`src/rtl/pc_next_unit.sv`:
```
// Fetch PC register. Priority is flush, EX branch, RAS pop, then sequential advance.
// A redirect appears on pc_out one cycle later. Stall holds only sequential flow and the RAS.
module pc_next_unit #(
    parameter int               XLEN         = 32,
    parameter logic [XLEN-1:0]  RESET_VECTOR = '0,
    parameter int               RAS_DEPTH    = 4
) (
    input  logic                        clk,
    input  logic                        rst_n,
    input  logic                        stall,
    input  logic                        flush_valid,
    input  logic [XLEN-1:0]             flush_target,
    input  logic                        br_valid,
    input  logic [1:0]                  br_sel,
    input  logic [XLEN-1:0]             br_base_pc,
    input  logic [XLEN-1:0]             rs1_value,
    input  logic [XLEN-1:0]             imm_offset,
    input  logic                        ras_push,
    input  logic                        ras_pop,
    output logic [XLEN-1:0]             pc_out,
    output logic                        pc_valid,
    output logic                        redirect_taken,
    output logic                        misalign_err,
    output logic [$clog2(RAS_DEPTH):0]  ras_count
);
    localparam int PW = $clog2(RAS_DEPTH);
    localparam int CW = PW + 1;

    typedef enum logic [1:0] {S_BOOT, S_RUN, S_ERR} state_t;

    state_t           state, state_nxt;
    logic [XLEN-1:0]  pc_nxt, pc_seq, br_target, ras_top;
    logic             valid_nxt, redir_nxt, mis_nxt;
    logic             br_legal, do_push, do_pop, ras_clear;
    logic [XLEN-1:0]  ras_mem [RAS_DEPTH];
    logic [PW-1:0]    ras_ptr;      // next free slot; wraps onto the oldest entry when full
    logic [PW-1:0]    top_idx;

    assign pc_seq    = pc_out + XLEN'(4);
    assign br_legal  = br_valid && (br_sel == 2'b01 || br_sel == 2'b10);
    assign br_target = (br_sel == 2'b01) ? (br_base_pc + imm_offset)
                                         : ((rs1_value + imm_offset) & ~XLEN'(1));
    assign top_idx   = ras_ptr - PW'(1);
    assign ras_top   = ras_mem[top_idx];

    always_comb begin
        state_nxt = state;
        pc_nxt    = pc_out;
        valid_nxt = pc_valid;
        redir_nxt = 1'b0;
        mis_nxt   = 1'b0;
        do_push   = 1'b0;
        do_pop    = 1'b0;
        ras_clear = 1'b0;
        case (state)
            S_BOOT: begin
                state_nxt = S_RUN;
                valid_nxt = 1'b1;
            end
            S_RUN: begin
                if (flush_valid) begin
                    pc_nxt    = flush_target;
                    redir_nxt = 1'b1;
                    ras_clear = 1'b1;
                end else if (br_legal) begin
                    // Misaligned targets freeze fetch until a trusted flush arrives
                    if (br_target[1]) begin
                        mis_nxt   = 1'b1;
                        valid_nxt = 1'b0;
                        state_nxt = S_ERR;
                    end else begin
                        pc_nxt    = br_target;
                        redir_nxt = 1'b1;
                    end
                end else if (!stall) begin
                    do_push = ras_push;
                    if (ras_pop && ras_count != '0) begin
                        do_pop    = 1'b1;
                        pc_nxt    = ras_top;
                        redir_nxt = 1'b1;
                    end else begin
                        pc_nxt = pc_seq;
                    end
                end
            end
            S_ERR: begin
                if (flush_valid) begin
                    pc_nxt    = flush_target;
                    valid_nxt = 1'b1;
                    redir_nxt = 1'b1;
                    ras_clear = 1'b1;
                    state_nxt = S_RUN;
                end
            end
            default: state_nxt = S_BOOT;
        endcase
    end

    always_ff @(posedge clk or negedge rst_n) begin
        if (!rst_n) begin
            state          <= S_BOOT;
            pc_out         <= RESET_VECTOR;
            pc_valid       <= 1'b0;
            redirect_taken <= 1'b0;
            misalign_err   <= 1'b0;
            ras_ptr        <= '0;
            ras_count      <= '0;
        end else begin
            state          <= state_nxt;
            pc_out         <= pc_nxt;
            pc_valid       <= valid_nxt;
            redirect_taken <= redir_nxt;
            misalign_err   <= mis_nxt;
            if (ras_clear) begin
                ras_ptr   <= '0;
                ras_count <= '0;
            end else if (do_push && !do_pop) begin
                ras_ptr <= ras_ptr + PW'(1);
                if (ras_count != CW'(RAS_DEPTH))
                    ras_count <= ras_count + CW'(1);
            end else if (do_pop && !do_push) begin
                ras_ptr   <= top_idx;
                ras_count <= ras_count - CW'(1);
            end
        end
    end

    // Push with pop in the same cycle overwrites the top in place
    always_ff @(posedge clk) begin
        if (do_push)
            ras_mem[do_pop ? top_idx : ras_ptr] <= pc_seq;
    end

endmodule

```
`config.mk`:
```
export PLATFORM = sky130hd
export DESIGN_NAME = pc_next_unit
export DESIGN_NICKNAME = d
export VERILOG_FILES = /design/src/rtl/pc_next_unit.sv
export SDC_FILE = /design/constraint.sdc
export NUM_CORES = 1
export LEC_CHECK = 0
export BUFFER_PORTS_ARGS = -buffer_cell sky130_fd_sc_hd__buf_2
export CAP_MARGIN = 10
export CORE_MARGIN = 2
export CORE_UTILIZATION = 40
export CTS_BUF_LIST = sky130_fd_sc_hd__clkbuf_16
export DETAILED_ROUTE_END_ITERATION = 8
export PLACE_DENSITY = 0.58
export SLEW_MARGIN = 30
export SYNTH_ARGS = -nofsm -noshare
export SYNTH_HDL_FRONTEND = slang
export SYNTH_SLANG_ARGS = --single-unit
export TNS_END_PERCENT = 20
```
`constraint.sdc`:
```
create_clock -name clk -period 6 [get_ports clk]
set_clock_uncertainty 0.05 [all_clocks]
set_input_delay 0.3 -clock clk [delete_from_list [all_inputs] [get_ports clk]]
set_output_delay 0.3 -clock clk [all_outputs]
set_load 0.01 [all_outputs]
```
==> reports/results.ini, run 1 <==
[synth]
synth_common_cells=edfxtp_1 (128), nand2_1 (118), a21oi_1 (94), nor2_1 (80), ha_1 (67)
synth-seq-cells=170
yosys.area_share.adder=0.0771
synth_area_leaders=edfxtp_1 (33%), dfrtp_1 (9.0%), ha_1 (7.2%)
synth_largest_area_cell=edfxtp_1
synthXorXnorAreaFrac=0.0599
yosys.area_share.simple=0.156
syn_nets=1335
synth_compound_area_frac=0.180
syn_area_sq_mm=0.0117
syn_area_per_cell_sq_um=10.3
synth_edf_count=128
yosys_warnings=0
synth.distinct_cells=94
yosysMostFrequentCell=edfxtp_1
synth_mux_area_frac=0.0748
synthCells=1128
synthArstFlopShare=0.247
synth_top_family_by_area=compound AO/OA/AOI/OAI gates
ys.flop_type=edfxtp_1
synth_top_area_share=0.330
yosysSeqAreaShare=0.420

[pwr]
p_int_mw=3.04
power.switching_mw=1.95
p_clk_frac=0.223
power.share.switching=0.390
p_per_area_mw_per_mm2=369
pwr-share-comb=0.414
seqPwrFrac=0.363
p_leak_nw=5.35
irDropWorstVdd_v=0.000178

[floorplanning]
coreArea_sq_mm=0.0287
die_area_sq_mm=0.0305
rows=62
die_w_um=175
die-height_um=175
ios=175
start_util=0.406

[global_routing]
grt-ovfl-total=0
grt_max_degree=44
antenna_found_initial=0
grt_pass1_vias=9333
grtUsageTotal=0.222
grt_pass1_wl_um=52600

[clocking]
root_buffer=clkbuf_16
ctsHtreeMaxLevel=4
clkTransAtPathRegs_ps=70
insertion_delay_ps=420
cts_tree=built
numClockSinks=170
cts.path.max_buffers=2
cts_buffers=17
postCtsSetupRepairBufs=0

[drt]
drt_iter0_markers=787
ant_nets=0
wl_um=33600
vias=9492
first_pass_iters=5
drc_errors=0
vias_per_cell=5.65
wl_per_cell_um=20.0

[sta]
worst_pin_slew_ps=938
fmax_mhz=266
hold_viol_final=0
rsz0062_at_grt=false
period_needed_ps=3760
setup_violations=0
setup_slack_ps=2240
fin_crit_sh=0.626
finalSetupTns_ps=0
report.final.slew_viol_count=0
relSlewSlack=0.374

[placed_design]
place_ws_ps=2280
gp_congestion=0.886
dpl.hpwl_um=25500
port_buffers=174
dpl-instance-area_sq_mm=0.0129

[setup_path]
worst-setup-path-type=reg -> reg
cp.required_ps=6050
critPathMaxFanout=17
r2r_start=state[1]$_DFFE_PN0P_
cpMostUsedCell=inv_1
cp_data_arrival_time_ps=3800
setup.worst_path.start=state[1]$_DFFE_PN0P_
cp_cell_sequence=inv_1, ha_1, inv_1, nor4_1, nand2_1, xor2_1, nand3_1, nor2_2, buf_4
crit_path_top_delay_cell=nor2_2
cp-start-kind=flop
slowest_delay_ps=770
critPathCaptureType=flop

[cells_and_area]
num-nets-final=1490
design_area_sq_mm=0.0135
drive_gt1_frac=0.226
area_delta_synth_final_pct=15.9
multi_input_area_sq_mm=0.00642
layout.filler_cells=2751
regArea_sq_mm=0.00490
n_antenna_cell=0

[min_path]
min_from=flush_target[2]
min_path_type=in -> reg

[job]
max_cap_violations=0

[run_status]
outcome=finished, final reports clean

-- timing repair --
| action | in CTS | in global routing |
|---|---|---|
| resized for setup | 0 | 0 |
| setup endpoints to repair | 0 | 0 |
| hold endpoints to repair | 42 | 0 |
| hold buffers | 1 | 0 |
-- power by group through the flow --
stage               Clock (mW)  Combinational (mW)  Sequential (mW)
floorplan                    0                1.35             1.80
global placement             0                2.03             1.83
detailed placement           0                2.05             1.83
CTS                       1.13                2.06             1.81
global route              1.17                2.27             1.83
finish                    1.11                2.06             1.81
-- routing by layer --
metal	GRT usage	routed length [um]	vias up
met4	0.0736	832	0
met1	0.315	15600	4569
met2	0.355	15600	279
li1	-	-	4602
met3	0.0244	1520	42
met5	0	0	-
-- critical path, delay by kind of cell (launching register included) --
kind | cells | cell delay (ps)
xor+xnor | 1 | 200
fa+ha+maj | 1 | 350
buf+inv | 3 | 610
flops | 1 | 410
simple gates | 4 | 1820
-- layout by cell type (no fill, tap or decap), types with 4 or more instances in the layout --
master     Yosys  layout
a21oi_1       94      92
nand4_1       14      14
a31oi_1       19      19
edfxtp_1     128     128
o221ai_1       5       5
xnor2_1       47      47
a311oi_1       5       5
xor2_1        29      29
a21o_1        23      23
nand2_1      118     118
nor2_1        80      78
mux2i_1       14      14
o22ai_1        6       5
and3_1        29      29
or3_1         11      11
a211oi_1      19      19
clkinv_4       0       5
dfrtp_1       42      41
ha_1          67      67
o211ai_1       6       6
o31ai_1       11      10
a21oi_2        2       4
inv_1         29      31
o21bai_1       5       5
nor3_1        22      22
mux4_2        32      32
and2_1         6       6
nand2b_1       5       5
buf_4          3      15
o21ai_0       47      47
nand3_1       34      34
nor3b_1        4       4
buf_2          7     174
and4_1         4       4
clkbuf_16      0      17
o21a_1        11      11
o21ai_1       10      10
nor2b_1       11      10
-- final timing paths --
path                                             to  slack, ps  cells after the start
setup reg to reg           ras_mem[2][28]$_DFFE_PP_       2240                      9
setup / recovery           ras_mem[2][28]$_DFFE_PP_       2240                      9
max in group asynchronous    ras_ptr[0]$_DFFE_PN0P_       4970                      3
min in group asynchronous     pc_out[5]$_DFFE_PN0P_        440                      3
hold / removal                pc_out[2]$_DFFE_PN0P_         80                      3
hold reg to reg                state[1]$_DFFE_PN0P_        500                      1
-- sequential cells by signal, summed over array words and instances (netlist names) --
register / flops
ras_ptr: 2
state: 2
ras_count: 3
ras_mem: 128
pc_out: 32
redirect_taken: 1
pc_valid: 1
misalign_err: 1
-- area by class of cell --
class,instances,area share
clock inverter,15,0.0132
multi-input combinational,874,0.475
tap,384,0.0356
sequential,170,0.363
clock buffer,17,0.0315
inverter,30,0.00834
timing repair buffer,190,0.0736
-- stage by stage --
stage	power, mW	utilization	instances	hold WS (ps)
6_report	4.98	0.471	1680	81.6
3_5_place_dp	3.88	0.449	1647	375
4_1_cts	5.00	0.471	1680	66.2
5_1_grt	5.27	0.471	1680	79.8
3_3_place_gp	3.86	0.449	1647	373
2_1_floorplan	3.15	-	1128	-45.6
-- cell families (layout without fill, tap and decap cells) --
kind of cell,Yosys count,in the layout
and+or+nand+nor,364,364
AOI/OAI and AO/OA,315,315
DFF,170,170
buffers and inverters,84,252
xor gates and xnor gates,78,78
adders and majority gates,70,70
muxes,47,47
(Power assumes the default switching activity.)
==> run 2: changes to the inputs <==
Settings changed: ABC_AREA set to 1.
Clock period 6 ns to 3.6 ns, I/O delays scaled along.
==> run 2 against run 1 <==
Net effect:
- non-clock buffer count grew 8
- critical path type unchanged
- highest routed layer unchanged
- count of clock-buffer cells in the layout did not move
- sequential cell count unchanged
- power grew 74%
- via count grew 35%
- core utilization is 0.42 points lower
- critical endpoint is now ras_mem[2][31]$_DFFE_PP_
- worst setup slack got worse by 1300 ps
- largest power group unchanged
- register-to-register slack got worse by 1300 ps
==> reports/results.ini, run 2 <==
[cells_and_area]
final_common_cell=nand2_1  ; was buf_2
instances_no_fill=2516  ; was 1680
area_delta_synth_final_pct=15.0  ; was 15.9%
largest_reg_flops=128  ; unchanged
layout.filler_cells=3405  ; was 2751
design_area_sq_mm=0.0152  ; was 0.0135 sq mm
drive_gt1_frac=0.128  ; was 0.226
top_register=ras_mem  ; unchanged
final_core_util=0.466  ; was 0.471
n_antenna_cell=0  ; unchanged
reg_top3=ras_mem x128, pc_out x32, ras_count x3  ; unchanged
layout_common_cells=nand2_1 (714), inv_1 (283), buf_2 (173)  ; was buf_2 (174), edfxtp_1 (128), nand2_1 (118)
num-nets-final=2269  ; was 1490

[clocking]
root_buffer=clkbuf_16  ; unchanged
cts.path.max_buffers=2  ; unchanged
cts.repair.resized=0  ; unchanged
cts_buffers=17  ; unchanged
insertion_delay_ps=440  ; was 420 ps
clkTransAtPathRegs_ps=70  ; about the same
postCtsSetupRepairBufs=0  ; unchanged
cts_tree=built  ; unchanged
ctsHtreeMaxLevel=4  ; unchanged
numClockSinks=170  ; unchanged

[drt]
drt_iter0_markers=1210  ; was 787
vias_per_cell=5.08  ; was 5.65
ant_nets=0  ; unchanged
wl_um=42700  ; was 33600 um
drc_errors=0  ; unchanged
vias=12800  ; was 9492
wl_per_cell_um=17.0  ; was 20.0 um
first_pass_iters=5  ; unchanged

[floorplanning]
ios=175  ; unchanged
die_area_sq_mm=0.0344  ; was 0.0305 sq mm
rows=66  ; was 62
die_w_um=186  ; was 175 um
start_util=0.405  ; was 0.406
die-height_um=186  ; was 175 um
coreArea_sq_mm=0.0325  ; was 0.0287 sq mm

[pwr]
total_power_mw=8.66  ; was 4.98 mW
pwr-share-comb=0.442  ; was 0.414
p_int_mw=4.80  ; was 3.04 mW
p_leak_nw=7.74  ; was 5.35 nW
irDropWorstVdd_v=0.000358  ; was 0.000178 V
p_per_area_mw_per_mm2=571  ; was 369 mW/mm^2
power.switching_mw=3.86  ; was 1.95 mW
p_clk_frac=0.201  ; was 0.223
power.share.switching=0.446  ; was 0.390
seqPwrFrac=0.357  ; was 0.363

[synth]
synthArstFlopShare=0.247  ; unchanged
syn_area_sq_mm=0.0132  ; was 0.0117 sq mm
synth_edf_count=128  ; unchanged
yosysMostFrequentCell=nand2_1  ; was edfxtp_1
synth.distinct_cells=56  ; was 94
syn_area_per_cell_sq_um=7.01  ; was 10.3 sq um
yosys_warnings=0  ; unchanged
synth_top_area_share=0.291  ; was 0.330
synth_largest_area_cell=edfxtp_1  ; unchanged
yosysSeqAreaShare=0.371  ; was 0.420
synth_common_cells=nand2_1 (714), inv_1 (283), nor2_1 (168), edfxtp_1 (128), nand3_1 (95)  ; was edfxtp_1 (128), nand2_1 (118), a21oi_1 (94), nor2_1 (80), ha_1 (67)
synth-seq-cells=170  ; unchanged
ys.flop_type=edfxtp_1  ; unchanged
synth_area_leaders=edfxtp_1 (29%), nand2_1 (20%), inv_1 (8.1%)  ; was edfxtp_1 (33%), dfrtp_1 (9.0%), ha_1 (7.2%)
syn_nets=2090  ; was 1335
synthCells=1883  ; was 1128

[setup_path]
cp.required_ps=3620  ; was 6050 ps
slowest_delay_ps=430  ; was 770 ps
cp_data_arrival_time_ps=2700  ; was 3800 ps
cpMostUsedCell=inv_1  ; unchanged
cp_cell_sequence=inv_1, ha_1, inv_1, nor2_2, nand2_1, nor2_1, nand2_1, o21ai_0, inv_1, nor2_2, buf_4  ; was inv_1, ha_1, inv_1, nor4_1, nand2_1, xor2_1, nand3_1, nor2_2, buf_4
worst-setup-path-type=reg -> reg  ; unchanged
critPathMaxFanout=32  ; was 17
cp-start-kind=flop  ; unchanged
crit_path_top_delay_cell=buf_4  ; was nor2_2
critPathCaptureType=flop  ; unchanged

[sta]
hold_viol_final=0  ; unchanged
relSlewSlack=0.517  ; was 0.374
hold-worst-slack_ps=41.7  ; was 81.6 ps
worst_pin_slew_ps=723  ; was 938 ps
setup_slack_ps=920  ; was 2240 ps
finalSetupTns_ps=0  ; unchanged
fmax_mhz=373  ; was 266 MHz
report.final.slew_viol_count=0  ; unchanged
fin_crit_sh=0.745  ; was 0.626
setup_violations=0  ; unchanged
period_needed_ps=2680  ; was 3760 ps
rsz0062_at_grt=false  ; unchanged

[job]
max_cap_violations=0  ; unchanged

[global_routing]
grt_pass1_wl_um=66100  ; was 52600 um
grtUsageTotal=0.252  ; was 0.222
grt_pass1_vias=12400  ; was 9333
grt-ovfl-total=0  ; unchanged
grt_max_degree=57  ; was 44
antenna_found_initial=0  ; unchanged

[min_path]
min_path_type=in -> reg  ; unchanged

[placed_design]
port_buffers=174  ; unchanged
gp_congestion=0.922  ; was 0.886
dpl.hpwl_um=33900  ; was 25500 um
place_ws_ps=822  ; was 2280 ps
dp.cells=2477  ; was 1647
dpl-instance-area_sq_mm=0.0145  ; was 0.0129 sq mm

[run_status]
outcome=finished, final reports clean  ; unchanged

## run 2: cell count changes after synthesis, moves of 27 or more
cell and change:
and3_1 -27, inv_1 +254, mux4_2 -32, nand2_1 +596, nand3_1 +61, nor2_1 +88, xnor2_1 -35
## run 2: path summary, 6_finish.rpt
| kind | startpoint | end | slack [ps] | cells after the start |
|---|---|---|---|---|
| max | state[1]$_DFFE_PN0P_ | ras_mem[2][31]$_DFFE_PP_ | 920 | 11 |
| min | flush_target[10] | pc_out[10]$_DFFE_PN0P_ | 40 | 3 |
| max reg2reg | state[1]$_DFFE_PN0P_ | ras_mem[2][31]$_DFFE_PP_ | 920 | 11 |
| min reg2reg | pc_valid$_DFFE_PN0P_ | pc_valid$_DFFE_PN0P_ | 480 | 2 |
| max in group asynchronous | rst_n | pc_out[27]$_DFFE_PN0P_ | 2860 | 2 |
| min in group asynchronous | rst_n | misalign_err$_DFF_PN0_ | 230 | 2 |
## run 2: metal layers
metal,up-vias,part of all wire,global-route usage
li1,6415,-,-
met5,-,0,0
met1,5907,0.45,0.334
met3,54,0.053,0.0241
met2,408,0.48,0.440
met4,0,0.018,0.0639
## run 2: cells by family after synthesis
group           synth area share
simple gates               0.332
buf+inv                   0.0994
compound gates             0.102
flops                      0.371
fa+ha+maj                 0.0681
xor+xnor                  0.0276
## run 2: cell type report
cell class,instances,area [sq um],area share
clock buffer,17,425,0.0280
timing repair buffer,198,1070,0.0708
inverter,292,1100,0.0722
sequential,170,4890,0.323
multi-input combinational,1383,7010,0.462
tap,442,553,0.0364
clock inverter,14,123,0.00808
## run 2: critical path, delay by kind of cell (launching register included)
family / cells / cell delay [ps]
DFF: 1 / 410
and+or+nand+nor: 5 / 690
adders and majority gates: 1 / 250
buffers and inverters: 4 / 770
AOI/OAI and AO/OA: 1 / 130
## run 2: what timing repair did
item / 4_1_cts / 5_1_grt
hold buffers: 8 / 0
hold endpoints to repair: 49 / 0
setup endpoints to repair: 0 / 0
## run 2: power groups by stage
stage,Combinational [mW],Sequential (mW),Clock (mW)
floorplan,2.46,3.02,0
global placement,3.73,3.12,0
detailed placement,3.77,3.12,0
CTS,3.80,3.08,1.75
global route,4.23,3.13,1.82
finish,3.83,3.09,1.74
